--- src/rtl/memdef.sv ---
// rtl/memdef.sv - CPU-side memory map constants for the color file registers
package memdef;

  // CGB color file ports: spec (index/auto-increment) and data registers
  localparam logic [15:0] BCPS = 16'hFF68;
  localparam logic [15:0] BCPD = 16'hFF69;
  localparam logic [15:0] OCPS = 16'hFF6A;
  localparam logic [15:0] OCPD = 16'hFF6B;

endpackage

--- src/rtl/palette_init_loader_pkg.sv ---
// rtl/palette_init_loader_pkg.sv - shared GPU types and constants for the palette loader
package palette_init_loader_pkg;

  typedef enum logic [2:0] {
    IDLE     = 3'd0,
    BG_SPEC  = 3'd1,
    BG_DATA  = 3'd2,
    OBJ_SPEC = 3'd3,
    OBJ_DATA = 3'd4,
    DONE     = 3'd5
  } loader_state_e;

  // Spec register value: auto-increment enabled, starting at index 0
  localparam logic [7:0] PAL_SPEC_AUTOINC = 8'h80;

  // One spec write plus one data write per byte, for BG and OBJ
  localparam int unsigned PAL_WRITE_COUNT = 130;
  localparam int unsigned PAL_DATA_WRITES = (PAL_WRITE_COUNT - 2) / 2;
  localparam logic [5:0]  PAL_CNT_LAST    = 6'(PAL_DATA_WRITES - 1);

  // True in the states that issue a bus write when granted
  function automatic logic is_write_state(input loader_state_e s);
    return (s == BG_SPEC) || (s == BG_DATA) || (s == OBJ_SPEC) || (s == OBJ_DATA);
  endfunction

endpackage

--- src/rtl/palette_init_loader_rom.sv ---
// rtl/palette_init_loader_rom.sv - combinational default BG/OBJ palette table
module palette_init_rom (
  input  logic [6:0] I_ADDR,
  output logic [7:0] O_DATA
);

  // Bytes 0-63 are the BG palettes, 64-127 the OBJ palettes (8 bytes per palette)
  localparam logic [7:0] ROM_TABLE [0:127] = '{
    8'h6F, 8'hFB, 8'h56, 8'hB5, 8'h4A, 8'h29, 8'h21, 8'h04,
    8'hFF, 8'h7F, 8'h94, 8'h52, 8'h08, 8'h21, 8'h00, 8'h00,
    8'hFF, 8'h7F, 8'h1F, 8'h42, 8'h0F, 8'h1C, 8'h00, 8'h00,
    8'hFF, 8'h7F, 8'hE0, 8'h03, 8'hA0, 8'h01, 8'h00, 8'h00,
    8'hFF, 8'h7F, 8'h7C, 8'h5E, 8'h18, 8'h3C, 8'h00, 8'h00,
    8'hFF, 8'h7F, 8'hFF, 8'h03, 8'h1F, 8'h00, 8'h00, 8'h00,
    8'hFF, 8'h7F, 8'h6B, 8'h2D, 8'h10, 8'h42, 8'h00, 8'h00,
    8'hFF, 8'h7F, 8'h5A, 8'h6B, 8'h31, 8'h46, 8'h00, 8'h00,
    8'h6F, 8'hFB, 8'h2A, 8'h56, 8'h94, 8'h52, 8'h00, 8'h00,
    8'hFF, 8'h7F, 8'h1F, 8'h00, 8'h10, 8'h00, 8'h00, 8'h00,
    8'hFF, 8'h7F, 8'hE0, 8'h7F, 8'h00, 8'h3C, 8'h00, 8'h00,
    8'hFF, 8'h7F, 8'h00, 8'h7C, 8'h00, 8'h40, 8'h00, 8'h00,
    8'hFF, 8'h7F, 8'hFF, 8'h7F, 8'h5A, 8'h6B, 8'h00, 8'h00,
    8'hFF, 8'h7F, 8'h3F, 8'h03, 8'h1F, 8'h02, 8'h00, 8'h00,
    8'hFF, 8'h7F, 8'hB5, 8'h56, 8'h4A, 8'h29, 8'h00, 8'h00,
    8'hFF, 8'h7F, 8'h31, 8'h46, 8'h08, 8'h21, 8'h1C, 8'hE7
  };

  assign O_DATA = ROM_TABLE[I_ADDR];

endmodule

--- src/rtl/palette_init_loader.sv ---
// rtl/palette_init_loader.sv - writes the default BG/OBJ palettes into the color file
module palette_init_loader
  import memdef::*, palette_init_loader_pkg::*;
#(
  parameter bit AUTO_START = 1'b1
) (
  input  logic        I_CLK,
  input  logic        I_RESET,
  input  logic        I_START,
  input  logic        I_GRANT,
  output logic [15:0] O_MEMBUS_ADDR,
  output logic [7:0]  O_DATA,
  output logic        O_MEMBUS_WE_L,
  output logic        O_BUSY,
  output logic        O_DONE
);

  loader_state_e state, state_nxt;
  logic [5:0]    cnt, cnt_nxt;
  logic          auto_pend, auto_pend_nxt;
  logic [6:0]    rom_addr;
  logic [7:0]    rom_data;

  // BG bytes live in the lower half of the table, OBJ bytes in the upper half
  assign rom_addr = {(state == OBJ_DATA), cnt};

  palette_init_rom u_rom (
    .I_ADDR (rom_addr),
    .O_DATA (rom_data)
  );

  // State, byte counter and the one-shot auto-start request armed by reset
  always_ff @(posedge I_CLK or posedge I_RESET) begin
    if (I_RESET) begin
      state     <= IDLE;
      cnt       <= '0;
      auto_pend <= AUTO_START;
    end else begin
      state     <= state_nxt;
      cnt       <= cnt_nxt;
      auto_pend <= auto_pend_nxt;
    end
  end

  // Next state and bus outputs; a write only happens in a write state holding the grant
  always_comb begin
    state_nxt     = state;
    cnt_nxt       = cnt;
    auto_pend_nxt = auto_pend;
    O_MEMBUS_ADDR = 16'h0000;
    O_DATA        = 8'h00;
    O_MEMBUS_WE_L = 1'b1;

    unique case (state)
      IDLE, DONE: begin
        if (I_START || auto_pend) begin
          state_nxt     = BG_SPEC;
          cnt_nxt       = '0;
          auto_pend_nxt = 1'b0;
        end
      end
      BG_SPEC: begin
        if (I_GRANT) begin
          O_MEMBUS_ADDR = BCPS;
          O_DATA        = PAL_SPEC_AUTOINC;
          O_MEMBUS_WE_L = 1'b0;
          state_nxt     = BG_DATA;
          cnt_nxt       = '0;
        end
      end
      BG_DATA: begin
        if (I_GRANT) begin
          O_MEMBUS_ADDR = BCPD;
          O_DATA        = rom_data;
          O_MEMBUS_WE_L = 1'b0;
          cnt_nxt       = cnt + 6'd1;
          if (cnt == PAL_CNT_LAST) begin
            state_nxt = OBJ_SPEC;
          end
        end
      end
      OBJ_SPEC: begin
        if (I_GRANT) begin
          O_MEMBUS_ADDR = OCPS;
          O_DATA        = PAL_SPEC_AUTOINC;
          O_MEMBUS_WE_L = 1'b0;
          state_nxt     = OBJ_DATA;
          cnt_nxt       = '0;
        end
      end
      OBJ_DATA: begin
        if (I_GRANT) begin
          O_MEMBUS_ADDR = OCPD;
          O_DATA        = rom_data;
          O_MEMBUS_WE_L = 1'b0;
          cnt_nxt       = cnt + 6'd1;
          if (cnt == PAL_CNT_LAST) begin
            state_nxt = DONE;
          end
        end
      end
      default: begin
        state_nxt = IDLE;
        cnt_nxt   = '0;
      end
    endcase
  end

  assign O_BUSY = is_write_state(state);
  assign O_DONE = (state == DONE);

endmodule

--- config.mk ---
export PLATFORM = sky130hd
export DESIGN_NAME = palette_init_loader
export DESIGN_NICKNAME = d
export VERILOG_FILES = /design/src/rtl/memdef.sv /design/src/rtl/palette_init_loader_pkg.sv /design/src/rtl/palette_init_loader_rom.sv /design/src/rtl/palette_init_loader.sv
export SDC_FILE = /design/constraint.sdc
export NUM_CORES = 1
export LEC_CHECK = 0
export ABC_CLOCK_PERIOD_IN_PS = 3900
export CORE_ASPECT_RATIO = 0.9
export CORE_MARGIN = 2
export CORE_UTILIZATION = 49
export CTS_BUF_LIST = sky130_fd_sc_hd__clkbuf_8
export DETAILED_ROUTE_END_ITERATION = 16
export PLACE_DENSITY_LB_ADDON = 0.08
export SYNTH_ARGS = -nofsm -noshare
export SYNTH_HDL_FRONTEND = slang
export SYNTH_SLANG_ARGS = --single-unit
--- constraint.sdc ---
create_clock -name I_CLK -period 3.9 [get_ports I_CLK]
set_input_delay 0.78 -clock I_CLK [delete_from_list [all_inputs] [get_ports I_CLK]]
set_output_delay 0.78 -clock I_CLK [all_outputs]
set_load 0.05 [all_outputs]
==> key figures <==
Run status
  – Outcome: finished clean

Synth
  – Fraction of registers with async set/reset: 100.0%
  – Syn Std Cell Area: 1977 µm²
  – Cell taking the most area after synthesis: dfrtp_1
  – Avg Inst Size Synth: 6.747 µm²
  – Sequential share of the synthesized area: 12.72%
  – EDFF count, synth: 0
  – Main flop type after synthesis: dfrtp_1
  – Synth top cells by count: 27 x nand2_1, 26 x o21ai_0, 25 x nor2_1
  – Most frequent cell after synthesis: nand2_1
  – Yosys cell types: 63
  – Number of synthesized register bits: 10
  – Area contributors post-synth: dfrtp_1 11%, o21ai_0 6.6%, buf_4 5.7%
  – Cells after Synth: 293
  – Synth top area share: 11.39%
  – Synth warnings: 0

Drt
  – DR WL/cell: 17.03 µm
  – Drt initial violations: 362
  – # DRC: 0
  – DR pass1 iterations: 5
  – Routed vias/inst: 6.534
  – WL final: 5806 µm
  – Detail Route Antenna Nets: 0
  – Vias: 2228

Timing
  – Final max-slew violation count: 0
  – Worst hold margin: 461.3 ps
  – Slew HR: 56.51%
  – Tcrit/Tclk final: 90.43%
  – RSZ-0062 raised after global routing: no
  – Clock Skews: 3.846 ps
  – Final Setup Violations: 0
  – Minimum clock period: 3527 ps
  – Total negative setup slack: 0 ps
  – Hold Vio Cnt, Final: 0
  – Worst-Margin Slew: 652.3 ps
  – Peak Freq: 283.6 MHz

Global routing
  – Gr usage total: 26.55%
  – Remaining global-route overflow: 0
  – Largest net degree at the start of global routing: 30
  – Vias in the first global route: 1899
  – Initial antenna violation count: 0
  – Global-route wire length before repair: 9701 µm

Critical path
  – CP dominant cell by count: a21oi_1
  – Critical path fanouts, max: 11
  – Crit start category: flop
  – Cell chain of the critical path: inv_1 > ha_1 > nor2b_1 > o311ai_1 > a21oi_1 > or3_1 > a21oi_1 > buf_12
  – CP Capture Type: primary output
  – Critical Path AT: 2750 ps
  – Largest stage delay on the critical path: 480 ps
  – Slowest-stage cell, CP: ha_1
  – Critical Setup Path Class: reg -> out
  – Worst path required time: 3120 ps

Clocking
  – Clock buffer depth: 2
  – Postcts setup bufs: 0
  – CTS Buf Count: 3
  – Post-cts resize count: 0
  – CTS Sinks: 10
  – Hold buffer count at CTS: 0
  – CTS H-tree depth: 1
  – CTS tree: done
  – Reg clk slew, reported paths: 50 ps
  – Root buffer cell: clkbuf_8
  – Clk_lat worst skew: 240 ps

Die
  – Starting density of the core: 52.25%
  – Die W: 70.96 µm
  – Row count: 21
  – Core box area: 3784 µm²
  – I/O pin count: 31
  – Die ar.: 4560 µm²
  – Die span in y: 64.26 µm

Power and ir drop
  – Pleak: 0.8930 nW
  – Worst VDD drop: 0.3629 mV
  – Power Density: 634.8 nW/µm²

Layout
  – # diodes: 0
  – Share of cells above drive strength 1: 12.88%
  – Area Growth Syn to Fin: 14.68%
  – Nets: 307

Flow run
  – Max-capacitance violation count: 0

Place
  – PortBufs: 27
  – Final HPWL DP: 4185 µm
  – GP Congestion: 0.9519

Hold path
  – Worst Hold Class: reg -> reg
-- report_power, final --
group	switching [mW]	internal, mW	total (mW)
Clock	0.0438	0.0890	0.133
Sequential	0.0458	0.124	0.169
Combinational	0.746	0.391	1.14
Total	0.835	0.604	1.44
-- logic make-up (layout without fill, tap and decap cells) --
logic type,count (synthesis),after routing,synth area share (%)
AO/OA/AOI/OAI,113,113,39.43
adder cells (fa/ha/maj),7,7,4.430
XOR/XNOR,4,4,1.772
buffers and inverters,55,55,14.43
flip-flops,10,10,12.72
multiplexers,2,2,1.076
AND/OR/NAND/NOR,101,101,25.95
other,1,3,0.1897
-- worst max-delay path: cells and delay by family, from the launching register on --
kind                       cells  cell delay [ps]
adders and majority gates      1              480
buffers and inverters          2              410
and+or+nand+nor                2              500
DFF                            1              380
AOI/OAI and AO/OA              3              740
-- path summary, 6_finish.rpt --
check                      cells past startpoint  slack [ps]   endpoint      start
setup / recovery                               8         370  O_DATA[4]     cnt[0]
hold / removal                                 1         460  auto_pend  auto_pend
setup reg to reg                               4        1920     cnt[5]   state[2]
hold reg to reg                                1         460  auto_pend  auto_pend
max in group asynchronous                      2        2770  auto_pend    I_RESET
min in group asynchronous                      2         820     cnt[0]    I_RESET
-- cell type report --
cell class / count / area (µm²)
inverter: 12 / 45.04
sequential: 10 / 251.5
tap: 46 / 57.56
clock buffer: 4 / 55.05
fill: 359 / 1516
timing repair buffer: 39 / 400.4
multi-input combinational: 230 / 1458
-- metrics by stage --
step	worst slack [ps]	std cells	power (mW)	util [%]	cell area, µm²
finish	373.3	341	1.439	59.92	2267
CTS	359.8	341	1.438	59.92	2267
global route	168.7	341	1.525	59.92	2267
global placement	498.3	337	1.304	58.47	2212
detailed placement	467.0	337	1.302	58.47	2212
floorplan	105.7	295	1.033	-	1994
-- cell usage in the layout, fill, tap and decap left out, drive strengths merged, types with 4 or more instances in the layout --
cell type,instances
nand3,9
a31oi,7
ha,7
o21ai,26
buf,21
clkdlybuf4s50,18
a211oi,6
nor2,25
nor2b,9
nand2b,11
o22ai,4
dfrtp,9
a21oi,22
clkbuf,4
nand2,27
inv,12
or3,4
-- metal layers --
metal	part of all wire, %	wire [µm]	vias to the layer above	global-route usage (%)
met2	41	2401	149	35.75
met5	0	0	-	0
met4	2.3	133	0	8.019
met1	45	2624	1000	40.44
met3	11	646	18	7.098
li1	-	-	1061	-
-- sequential cells by signal, summed over array words and instances (netlist names) --
register   cells
state          3
cnt            6
auto_pend      1
No activity file was read; power rests on OpenSTA's default activity.
